File: src/rtl/pulse_cmd_fifo.sv
// pulse_cmd_fifo: buffers complete pulse commands issued by the processor
// on cstrobe_in and hands them to the downstream DSP element over a
// valid/ready handshake. Reports occupancy and a sticky overflow flag
// whenever a command has to be dropped because the buffer is full.
module pulse_cmd_fifo #(
  parameter int PHASE_WIDTH    = 17,
  parameter int FREQ_WIDTH     = 9,
  parameter int AMP_WIDTH      = 16,
  parameter int CFG_WIDTH      = 4,
  parameter int ENV_WORD_WIDTH = 24,
  parameter int DEPTH          = 8
) (
  input  logic                       clk,
  input  logic                       reset,
  input  logic [PHASE_WIDTH-1:0]     phase_in,
  input  logic [FREQ_WIDTH-1:0]      freq_in,
  input  logic [AMP_WIDTH-1:0]       amp_in,
  input  logic [ENV_WORD_WIDTH-1:0]  env_word_in,
  input  logic [CFG_WIDTH-1:0]       cfg_in,
  input  logic                       cstrobe_in,
  output logic [PHASE_WIDTH-1:0]     phase_out,
  output logic [FREQ_WIDTH-1:0]      freq_out,
  output logic [AMP_WIDTH-1:0]       amp_out,
  output logic [ENV_WORD_WIDTH-1:0]  env_word_out,
  output logic [CFG_WIDTH-1:0]       cfg_out,
  output logic                       out_valid,
  input  logic                       out_ready,
  output logic [$clog2(DEPTH):0]     count,
  output logic                       full,
  output logic                       overflow,
  input  logic                       overflow_clr
);

  localparam int PTR_W   = $clog2(DEPTH);
  localparam int CNT_W   = PTR_W + 1;
  localparam int ENTRY_W = CFG_WIDTH + ENV_WORD_WIDTH + AMP_WIDTH + FREQ_WIDTH + PHASE_WIDTH;

  // Command storage; contents are don't-care after reset, so no reset here.
  logic [ENTRY_W-1:0] mem [DEPTH];

  logic [PTR_W-1:0]   wr_ptr_reg;
  logic [PTR_W-1:0]   rd_ptr_reg;
  logic [CNT_W-1:0]   count_reg;
  logic               overflow_reg;

  logic [ENTRY_W-1:0] entry_in;
  logic [ENTRY_W-1:0] head_data;
  logic               push;
  logic               pop;
  logic               drop;

  // Field order inside an entry: {cfg, env_word, amp, freq, phase}.
  assign entry_in = {cfg_in, env_word_in, amp_in, freq_in, phase_in};

  // Status flags come from the registered count only, so reset clears
  // out_valid asynchronously along with the count.
  assign out_valid = (count_reg != '0);
  assign full      = (count_reg == CNT_W'(DEPTH));

  // A pop at the same edge frees a slot, so a full FIFO can still accept
  // a strobe when the head is being consumed.
  assign pop  = out_valid & out_ready;
  assign push = cstrobe_in & (~full | pop);
  assign drop = cstrobe_in & full & ~pop;

  // Head entry is forced to zero whenever nothing is buffered.
  assign head_data = out_valid ? mem[rd_ptr_reg] : '0;
  assign {cfg_out, env_word_out, amp_out, freq_out, phase_out} = head_data;

  assign count    = count_reg;
  assign overflow = overflow_reg;

  // Write an accepted command into the slot addressed by the write pointer.
  always_ff @(posedge clk) begin
    if (push) begin
      mem[wr_ptr_reg] <= entry_in;
    end
  end

  // Pointers advance on push/pop and wrap naturally at DEPTH.
  always_ff @(posedge clk or posedge reset) begin
    if (reset) begin
      wr_ptr_reg <= '0;
      rd_ptr_reg <= '0;
    end else begin
      if (push) wr_ptr_reg <= wr_ptr_reg + 1'b1;
      if (pop)  rd_ptr_reg <= rd_ptr_reg + 1'b1;
    end
  end

  // Occupancy tracks push minus pop; simultaneous push and pop cancel.
  always_ff @(posedge clk or posedge reset) begin
    if (reset) begin
      count_reg <= '0;
    end else begin
      case ({push, pop})
        2'b10:   count_reg <= count_reg + 1'b1;
        2'b01:   count_reg <= count_reg - 1'b1;
        default: count_reg <= count_reg;
      endcase
    end
  end

  // Sticky overflow: a dropped command sets it and wins over a clear.
  always_ff @(posedge clk or posedge reset) begin
    if (reset) begin
      overflow_reg <= 1'b0;
    end else if (drop) begin
      overflow_reg <= 1'b1;
    end else if (overflow_clr) begin
      overflow_reg <= 1'b0;
    end
  end

endmodule

File: config.mk
export PLATFORM = sky130hd
export DESIGN_NAME = pulse_cmd_fifo
export DESIGN_NICKNAME = d
export VERILOG_FILES = /design/src/rtl/pulse_cmd_fifo.sv
export SDC_FILE = /design/constraint.sdc
export NUM_CORES = 1
export LEC_CHECK = 0
export BUFFER_PORTS_ARGS = -buffer_cell sky130_fd_sc_hd__buf_2
export CORE_ASPECT_RATIO = 1.2
export CORE_UTILIZATION = 60
export CTS_CLUSTER_DIAMETER = 30
export CTS_CLUSTER_SIZE = 20
export DETAILED_ROUTE_END_ITERATION = 10
export PLACE_DENSITY = 0.79
export REMOVE_ABC_BUFFERS = 1
export SYNTH_ARGS = -nofsm -noshare
export SYNTH_HDL_FRONTEND = slang
export SYNTH_SLANG_ARGS = --single-unit
File: constraint.sdc
create_clock -name clk -period 17.1 [get_ports clk]
set_input_delay 1.71 -clock clk [delete_from_list [all_inputs] [get_ports clk]]
set_output_delay 1.71 -clock clk [all_outputs]
set_load 0.02 [all_outputs]
==> flow_summary_export.csv <==
group,metric,value,unit
power_and_ir_drop,peakVddDrop,128,uV
yosys,synth_top_area_share,76.6,%
timing,tightest_slew,1.15,ns
clocking,holdBufCountCts,0,
floorplan,core_area,35900,um^2
clocking,clock_latency,0.61,ns
clocking,cts_resized,0,
hold_path,holdPathStages,2,
timing,setup_violations,0,
yosys,synth_area,21900,um^2
placement,gp_congestion,0.721,
hold_path,min_to,"overflow",
routing,drt-wirelength-per-cell,25.4,um
floorplan,dieArea,37300,um^2
global_routing,grt_use_total,24.3,%
clocking,cts_setup_buffers,0,
hold_path,worstHoldStart,"overflow",
flow_run,cap_violations,0,
timing,drv_slew,0,
routing,drtIter0Drc,901,
yosys,yosys_register_bits,571,
routing,via_per_inst,6.10,
clocking,h-tree-depth,3,
yosys,synth_cell_types,37,
timing,fin_crit,6.18,ns
global_routing,grt_pass1_vias,11077,
worst_setup_path,rr_endpoint,"mem[5][26]",
global_routing,antenna_found_initial,5,
clocking,clockBufferDepth,3,
global_routing,met1_usage,32.2,%
routing,drt-total-wl,43.5,mm
cells_and_area,area_delta_synth_final,18.2,%
routing,dr.pass1.iters,5,
global_routing,met3_usage,5.59,%
timing,hold_viol,0,
outcome,outcome,"finished clean",
floorplan,die_h,212,um
global_routing,grt_pass1_wl,66.0,mm
timing,rsz0062_at_grt,"false",
placement,dpl.hpwl,21.9,mm
hold_path,holdCritPathClass,"flop to flop",
global_routing,grt_use_met2,40.0,%
global_routing,grt_max_degree,72,
yosys,postSynthAreaPerCell,22.7,um^2
floorplan,start_util,61.1,%
timing,fin_skew,0.0193,ns
timing,fmaxAchievable,162,MHz
yosys,ys_warn_count,0,
floorplan,die_w,177,um
cells_and_area,post-route-util,72.2,%
cells_and_area,fillers,2068,
yosys,synthAdderAreaFrac,0.171,%
cells_and_area,largest_reg_flops,560,
yosys,synth.area.mux_share,17.7,%
worst_setup_path,crit-reg2reg-launch,"count[0]",
cells_and_area,finalNetCount,1247,
power_and_ir_drop,power_density,190,nW/um^2
yosys,synth_top_area_cell,"edfxtp_1",
worst_setup_path,r2r_slack,13.86,ns
placement,io_buffers,151,
worst_setup_path,worst_setup_path_start_kind,"flop",
routing,dr_total_vias,10418,
clocking,cts_num_sinks,571,
yosys,ys_seq_area_share,77.9,%
global_routing,gr-total-overflow,0,
worst_setup_path,reg2reg_depth,5,
timing,setup-tns-final,0,ns
worst_setup_path,crit_arrival,4.47,ns
routing,drc_errors,0,
clocking,numCtsBuffers,84,
worst_setup_path,worst_setup_path_end_kind,"primary output",
yosys,syn_inst,965,
clocking,clk_pin_slew,0.05,ns
timing,timing.final.crit_share,36.1,%
cells_and_area,finalNonFillerCells,1708,
placement,place_inst,1551,
clocking,cts_tree,"built",
worst_setup_path,worstPathRequired,15.39,ns
floorplan,num_rows,76,
worst_setup_path,worstSetupPathType,"flop to primary output",
yosys,synth_top_family_by_area,"multiplexers",
yosys,yosys.area_share.simple,2.05,%
timing,holdWs,0.544,ns
power_and_ir_drop,p_leak,0.00887,uW
global_routing,grt_busiest_layer,"met2",
yosys,synth_compound_area_share,0.502,%
floorplan,io_pins,152,
yosys,synth_area_leaders,"edfxtp_1 77%, mux4_2 14%, mux2i_1 3.2%",
clocking,root_buffer,"clkbuf_16",
worst_setup_path,path_max_fanout,52,
timing,relSlewSlack,22.9,%
yosys,synth_xor_area_share,0.239,%
routing,ant_nets,0,
cells_and_area,layout-drive-gt1-share,38.4,%
## worst max path at each step
stage	from	endpoint	depth (start not counted)
after detailed placement	rd_ptr_reg[0]	env_word_out[10]	6
after global routing	rd_ptr_reg[0]	phase_out[16]	6
after global placement	rd_ptr_reg[0]	freq_out[0]	6
after CTS	rd_ptr_reg[0]	env_word_out[10]	6
after floorplan	out_ready	mem[0][0]	2
final	rd_ptr_reg[0]	env_word_out[10]	6
## worst max-delay path, cell delays in order, from the launching register on
cell     delay, ns
dfrtp_4       1.09
buf_4         0.80
buf_4         0.86
mux4_2        0.62
mux2i_1       0.19
nor2_1        0.06
buf_2         0.20
## placed cells by master (no fill, tap or decap), types with 4 or more instances in the layout
| master | count |
|---|---|
| edfxtp_1 | 560 |
| buf_2 | 151 |
| mux4_2 | 140 |
| clkbuf_16 | 85 |
| nor2_1 | 73 |
| mux2i_1 | 70 |
| inv_6 | 20 |
| buf_4 | 20 |
| clkinvlp_4 | 13 |
| clkinv_4 | 11 |
| dfrtp_1 | 8 |
| clkbuf_1 | 7 |
| nand2_1 | 5 |
| inv_8 | 5 |
| clkinv_2 | 5 |
| xnor2_1 | 4 |
| a21oi_1 | 4 |
| inv_1 | 4 |
| nor3_2 | 4 |
| bufinv_16 | 4 |
## synth_stat cells, drive strengths merged
library cell and n:
clkbuf 16, ha 3, mux4 140, xnor2 4, or4b 1, mux2 2
mux2i 70, nand2b 3, o32ai 1, inv 5, nor3 6, nor2 76
nor4b 2, and4b 1, nor4 2, a21bo 1, o41ai 1, o311ai 1
xor2 2, a21o 1, edfxtp 560, o21a 1, o21ai 4, nand2 7
or3 1, dfrtp 11, a21oi 4, nand3 2, buf 37
## metal layers
metal | vias up | routed length, um
met5 | - | 26
met4 | 4 | 901
met3 | 77 | 3050
met2 | 419 | 22400
met1 | 5451 | 17100
li1 | 4467 | -
## layout make-up
type	instances	area, um^2	area share (%)
Clock inverter	62	602	2.32
Inverter	5	18.8	0.0723
Multi-Input combinational cell	336	4580	17.6
Antenna cell	3	7.51	0.0289
Sequential cell	571	17100	65.9
Timing Repair Buffer	171	906	3.49
Clock buffer	92	2150	8.30
Tap cell	468	586	2.26
## through the flow
stage	power [uW]	setup slack (ns)	area, um^2
finish	4930	10.92	26000
global route	5140	10.41	25900
CTS	4990	10.66	25900
detailed placement	3330	11.28	23200
global placement	3310	11.31	23200
floorplan	3010	8.02	21600
## cells by family after synthesis
family                     count (synthesis)
muxes                                    212
and+or+nand+nor                          101
adders and majority gates                  3
buffers and inverters                     58
DFF                                      571
AOI/OAI and AO/OA                         14
xor gates and xnor gates                   6
## power by group
part / leakage [uW] / switching, uW / total (uW) / internal, uW
registers: 0.00522 / 136 / 1890 / 1750
logic: 0.00234 / 808 / 1400 / 589
clock network: 0.00131 / 649 / 1650 / 998
total: 0.00887 / 1590 / 4930 / 3340
Power figures use the tool's default switching activity.
